<file path="src/rtl/pc_sequencer.sv">
// Next-PC controller: owns the fetch PC, tracks the decode PC and resolves branch/jump redirects.
// Define PC_SEQ_JR_EN to build the jump-register path and its AlignErr pulse.
module pc_sequencer #(
  parameter logic [31:0] RESET_PC = 32'h0000_0000
) (
  input  logic        Clk,
  input  logic        Rst_n,
  input  logic        Stall,
  input  logic        Branch,
  input  logic        BranchNE,
  input  logic        Zero,
  input  logic [15:0] Imm16,
  input  logic        Jump,
  input  logic [25:0] JumpAddr26,
  input  logic        JumpReg,
  input  logic [31:0] RegAddr,
  output logic [31:0] PC,
  output logic        FetchValid,
  output logic [31:0] PCD,
  output logic [31:0] PCPlus4D,
  output logic        DecValid,
  output logic        Flush,
  output logic        AlignErr
);

  typedef enum logic [1:0] {
    BOOT,
    RUN,
    REDIRECT
  } state_t;

  state_t      state_q, state_d;
  logic [31:0] pc_q, pc_d;
  logic [31:0] pcd_q, pcd_d;
  logic [31:0] pcp4d_q, pcp4d_d;
  logic        dec_valid_q, dec_valid_d;

  logic [31:0] seq_pc;
  logic [31:0] br_target;
  logic [31:0] j_target;
  logic [31:0] target;
  logic        taken;
  logic        resolve;
  logic        redirect;
  logic        align_err;

  assign seq_pc    = pc_q + 32'd4;
  assign br_target = pcp4d_q + {{14{Imm16[15]}}, Imm16, 2'b00};
  assign j_target  = {pcp4d_q[31:28], JumpAddr26, 2'b00};
  assign taken     = Branch & (Zero ^ BranchNE);
  // Only a live, unstalled decode instruction may redirect; DecValid is 0 in BOOT and REDIRECT.
  assign resolve   = dec_valid_q & ~Stall;

`ifndef PC_SEQ_JR_EN
  logic unused_jr;
  assign unused_jr = ^{JumpReg, RegAddr};
`endif

  always_comb begin
    redirect  = 1'b0;
    align_err = 1'b0;
    target    = seq_pc;
    if (resolve) begin
`ifdef PC_SEQ_JR_EN
      if (JumpReg) begin
        redirect  = 1'b1;
        target    = {RegAddr[31:2], 2'b00};
        align_err = |RegAddr[1:0];
      end else
`endif
      if (Jump) begin
        redirect = 1'b1;
        target   = j_target;
      end else if (taken) begin
        redirect = 1'b1;
        target   = br_target;
      end
    end
  end

  always_comb begin
    state_d     = state_q;
    pc_d        = pc_q;
    pcd_d       = pcd_q;
    pcp4d_d     = pcp4d_q;
    dec_valid_d = dec_valid_q;
    case (state_q)
      BOOT: state_d = RUN;
      RUN, REDIRECT: begin
        if (!Stall) begin
          pcd_d       = pc_q;
          pcp4d_d     = seq_pc;
          pc_d        = target;
          dec_valid_d = ~redirect;
          state_d     = redirect ? REDIRECT : RUN;
        end
      end
      default: state_d = BOOT;
    endcase
  end

  always_ff @(posedge Clk or negedge Rst_n) begin
    if (!Rst_n) begin
      state_q     <= BOOT;
      pc_q        <= RESET_PC;
      pcd_q       <= '0;
      pcp4d_q     <= 32'd4;
      dec_valid_q <= 1'b0;
    end else begin
      state_q     <= state_d;
      pc_q        <= pc_d;
      pcd_q       <= pcd_d;
      pcp4d_q     <= pcp4d_d;
      dec_valid_q <= dec_valid_d;
    end
  end

  assign PC         = pc_q;
  assign FetchValid = (state_q != BOOT);
  assign PCD        = pcd_q;
  assign PCPlus4D   = pcp4d_q;
  assign DecValid   = dec_valid_q;
  assign Flush      = redirect;
  assign AlignErr   = align_err;

endmodule
</file>
<file path="config.mk">
export PLATFORM = sky130hd
export DESIGN_NAME = pc_sequencer
export DESIGN_NICKNAME = d
export VERILOG_FILES = /design/src/rtl/pc_sequencer.sv
export SDC_FILE = /design/constraint.sdc
export NUM_CORES = 1
export LEC_CHECK = 0
export ABC_AREA = 1
export CORE_AREA = 4 4 123 125
export CTS_BUF_LIST = sky130_fd_sc_hd__clkbuf_2
export DETAILED_ROUTE_END_ITERATION = 7
export DIE_AREA = 0 0 127 129
export GPL_ROUTABILITY_DRIVEN = 0
export MAX_ROUTING_LAYER = met4
export PLACE_DENSITY = 0.82
export SYNTH_ARGS = -nofsm -noshare
export SYNTH_HDL_FRONTEND = slang
export SYNTH_SLANG_ARGS = --single-unit
</file>
<file path="constraint.sdc">
create_clock -name Clk -period 2.6 [get_ports Clk]
set_input_delay 0.52 -clock Clk [delete_from_list [all_inputs] [get_ports Clk]]
set_output_delay 0.52 -clock Clk [all_outputs]
set_load 0.02 [all_outputs]
</file>
==> impl_summary.md <==
Synthesis
In the post-synthesis netlist, the biggest area contributors are dfrtp_1 34%, nand2_1 20%, inv_1 6.2%. Averaged over all synthesized cells, the footprint is 6.76 µm². The number of cells produced by synthesis is 1041.

The sequential element share of the synthesized area is 34.5%. The most used flip-flop cell after synthesis is dfrtp_1. Counting flops with an async set or reset pin after synthesis yields a share of 100%. The number of synthesized register bits is 97.

The number of nets handed over by synthesis was 1156. The Yosys step of the flow raised 0 warnings. The number of unique standard cell types used by synthesis is 41.

In this run, synthesis inferred 0 flip-flops with an integrated enable. The mapped netlist covers 7030 µm². The fraction of synthesized cell area taken by the top area cell type is 34.2%. The largest total area in the synthesized netlist belongs to dfrtp_1.

Pwr
The part of the power in combinational logic is 67.6%. For this design the ratio of total power to cell area is 1310 nW/µm². The reported net switching power is 6070 µW.

The cell-internal power is 6180 µW. The clock share of power is 7.0%. The total power consumption of the routed design is 12200 µW.

The largest voltage drop on the vdd net is 1.07 mV. In this run the static leakage power is 0.00465 µW. The proportion of power drawn by flip-flops and latches is 25.5%. Net switching is 49.6% of the power.

Worst setup path
The critical path contains buffers and inverters numbering 3 combined. The slowest stage of the critical path is the clkdlybuf4s50_1 cell. The largest single stage delay on the critical path is 0.61 ns.

Traced cell by cell, the critical path runs through inv_1 -> ha_1 -> inv_1 -> clkdlybuf4s50_1. In this run the critical register-to-register path is launched from PCPlus4D[12]. The worst register-to-register path has a depth of 13. The maximum fanout along the worst path is 2. The critical path is of the reg -> out type. The worst setup path is captured at a primary output. The kind of cell adding the most delay to the critical path is buffers and inverters. STA classifies the critical path startpoint as a flop. The setup check on the worst reg-to-reg path leaves a slack of 0.30 ns. The most critical setup path has its startpoint at state_q[0]. The worst path required time is 2.08 ns. The worst register-to-register path ends at PC[25]. STA puts the critical path data arrival time at 1.93 ns. The cell that appears most often on the critical path is inv_1.

Die
The die is 129 µm tall. For this configuration, the core starts out at a cell density of 50.7%. The floorplan step set the die width to 127 µm.

The number of placement rows is 43. The core area is 13900 µm². The number of I/O pins is 182. The floorplan step defined a die boundary enclosing 16400 µm².

Placed design
The post-placement cell area is 9220 µm². The number of placed instances with taps included is 1412. The total of buffers placed on input and output ports is 147.

The detailed placer's ending HPWL is 18.2 mm.

Routing
The count of antenna-violating nets left after detailed routing is 0. The first routing iteration left 647 violations. The routed length per instance is 15.8 µm. The number of optimization iterations in the first detailed-route pass is 7. After detailed routing, the number of vias per cell comes to 5.35.

The DRC violation count after routing is 2. The detailed router placed 7656 vias in this run. Summed over all layers, the routed wires come to 22.6 mm.

Final layout
Cells fill 67.5% of the core in the end. The final non-filler cell total is 1430. The layout overhead on the synthesized area is 33.2%. In the final layout, the share of cells above drive strength 1 is 11.4%.

The final net count is 1359. Leaving out fill and tap cells, the most frequent cells in the layout are 368 x nand2_1, 145 x clkdlybuf4s50_1, 116 x inv_1. The library cell used most frequently in the layout, excluding fill and tap cells, is nand2_1. The post-route cell area is 9370 µm².

Global routing
Global routing used 28.4% of the available tracks. The number of antenna violations at the first check in global routing is 0. The first-pass GRT wire length is 35.7 mm.

The via count of the first global-routing pass was 7163. The largest net degree at the start of global routing is 59. After global routing the overflow that remains totals 0.

Min path
The worst hold path belongs to the class in -> async.

Job
The number of maximum-capacitance violations is 0.

Timing
The maximum frequency from static timing analysis is 0.408 GHz. Of the available clock period, the critical path in the final layout requires 94.2%. The worst-margin pin slew is 0.607 ns. The max-slew violation count is 0.

The worst clock skew on the final layout is 0.0444 ns. The minimum period implied by the final worst setup slack is 2.45 ns. The number of failing setup endpoints in the final timing report is 0. The relative max-transition margin is 59.5%. Setup repair after global routing left no endpoint under its margin. The number of hold-slack violations in the final timing report is 0.

Run status
The flow ran to the end, but the final reports show violations. The checks that failed: design-rule violations.

CTS
The number of setup buffers added after CTS is 0. Clock tree synthesis inserted a total of 9 buffers. The cell at the root of the clock tree is clkbuf_2. The CTS H-tree depth is 3. Counting along the longest clock path gives a buffer depth of 2. The number of clock sinks seen by CTS is 97. Clock latency on the worst-skew pair, taken at its later pin, is 0.64 ns. After clock tree synthesis, the clock-pin slew on the worst setup and hold paths is 0.29 ns. TritonCTS built the clock tree.
-- cell families (layout without fill, tap and decap cells) --
family / count (synthesis) / after routing / synth area share (%)
AO/OA/AOI/OAI: 156 / 156 / 12.5
XOR/XNOR: 29 / 29 / 3.61
adder cells (fa/ha/maj): 33 / 33 / 5.98
buffers and inverters: 159 / 367 / 8.88
flip-flops: 97 / 97 / 34.5
other: 1 / 2 / 0.0533
AND/OR/NAND/NOR: 566 / 566 / 34.5
-- registers in the layout, summed over array words and instances, names as in the netlist --
name	flops
PCD	32
DecValid	1
PCPlus4D	30
PC	32
state_q	2
-- area by class of cell --
type                    instances  area, µm²
clock buffers                  10       50.0
diodes                          1       2.50
clock inverters                 6       91.3
inverters                     128        480
multi-input cells             785       3990
fillers                      1210       4510
well taps                     180        225
repair buffers                223       2100
flip-flops and latches         97       2430
-- Yosys cell counts (4+ instances only) --
| cell | number |
|---|---|
| nand2_1 | 368 |
| inv_1 | 117 |
| dfrtp_1 | 96 |
| nor2_1 | 81 |
| nand3_1 | 55 |
| a21oi_1 | 50 |
| o21ai_0 | 43 |
| ha_1 | 32 |
| o21ai_1 | 25 |
| xor2_1 | 19 |
| clkbuf_1 | 16 |
| nor3_1 | 12 |
| o21a_1 | 11 |
| a22oi_1 | 10 |
| inv_2 | 10 |
| xnor2_1 | 10 |
| nand4_1 | 9 |
| nor2_2 | 8 |
| nor2_4 | 8 |
| buf_2 | 7 |
| nand3b_1 | 6 |
| o22ai_1 | 6 |
| buf_4 | 5 |
| nand2_2 | 5 |
| nor3_2 | 5 |
| o21bai_1 | 4 |
-- worst reg2reg max path, delay by kind of cell (launching register included) --
family | cells | cell delay, ns
AND/OR/NAND/NOR | 8 | 0.94
buffers and inverters | 2 | 0.09
AO/OA/AOI/OAI | 2 | 0.30
flip-flops | 1 | 0.52
adder cells (fa/ha/maj) | 1 | 0.35
-- worst max-delay path by stage --
stage	endpoint	cells after the start	slack, ns
finish	FetchValid	4	0.15
detailed placement	PC[30]	13	-0.22
CTS	FetchValid	4	0.12
global placement	PC[30]	13	-0.16
floorplan	PC[26]	15	0.42
global route	FetchValid	4	0.02
-- what timing repair did --
action	CTS	global route
gates resized for setup	1	0
endpoints found under the setup margin	1	0
hold endpoints to repair	42	0
hold buffers	1	0
-- per-stage QoR --
stage / worst slack [ns] / TNS (ns) / hold WS (ns)
2_1_floorplan: 0.421 / 0 / 0.224
3_3_place_gp: -0.158 / -1.72 / 0.470
3_5_place_dp: -0.220 / -2.52 / 0.473
4_1_cts: 0.117 / 0 / 0.384
5_1_grt: 0.0174 / 0 / 0.405
6_report: 0.150 / 0 / 0.389
-- per-layer routing --
layer	wire length, µm	track usage, %
met1	9420	36.1
met2	10400	44.6
met3	1890	5.15
met4	918	12.2
met5	0	-
-- power by group through the flow --
stage,logic (µW),registers [µW],clock network [µW]
2_1_floorplan,4040,3730,0
3_3_place_gp,8050,3120,0
3_5_place_dp,8210,3130,0
4_1_cts,8250,3100,864
5_1_grt,9080,3200,922
6_report,8270,3120,856
Note: power is estimated with default switching activity, not from simulation.
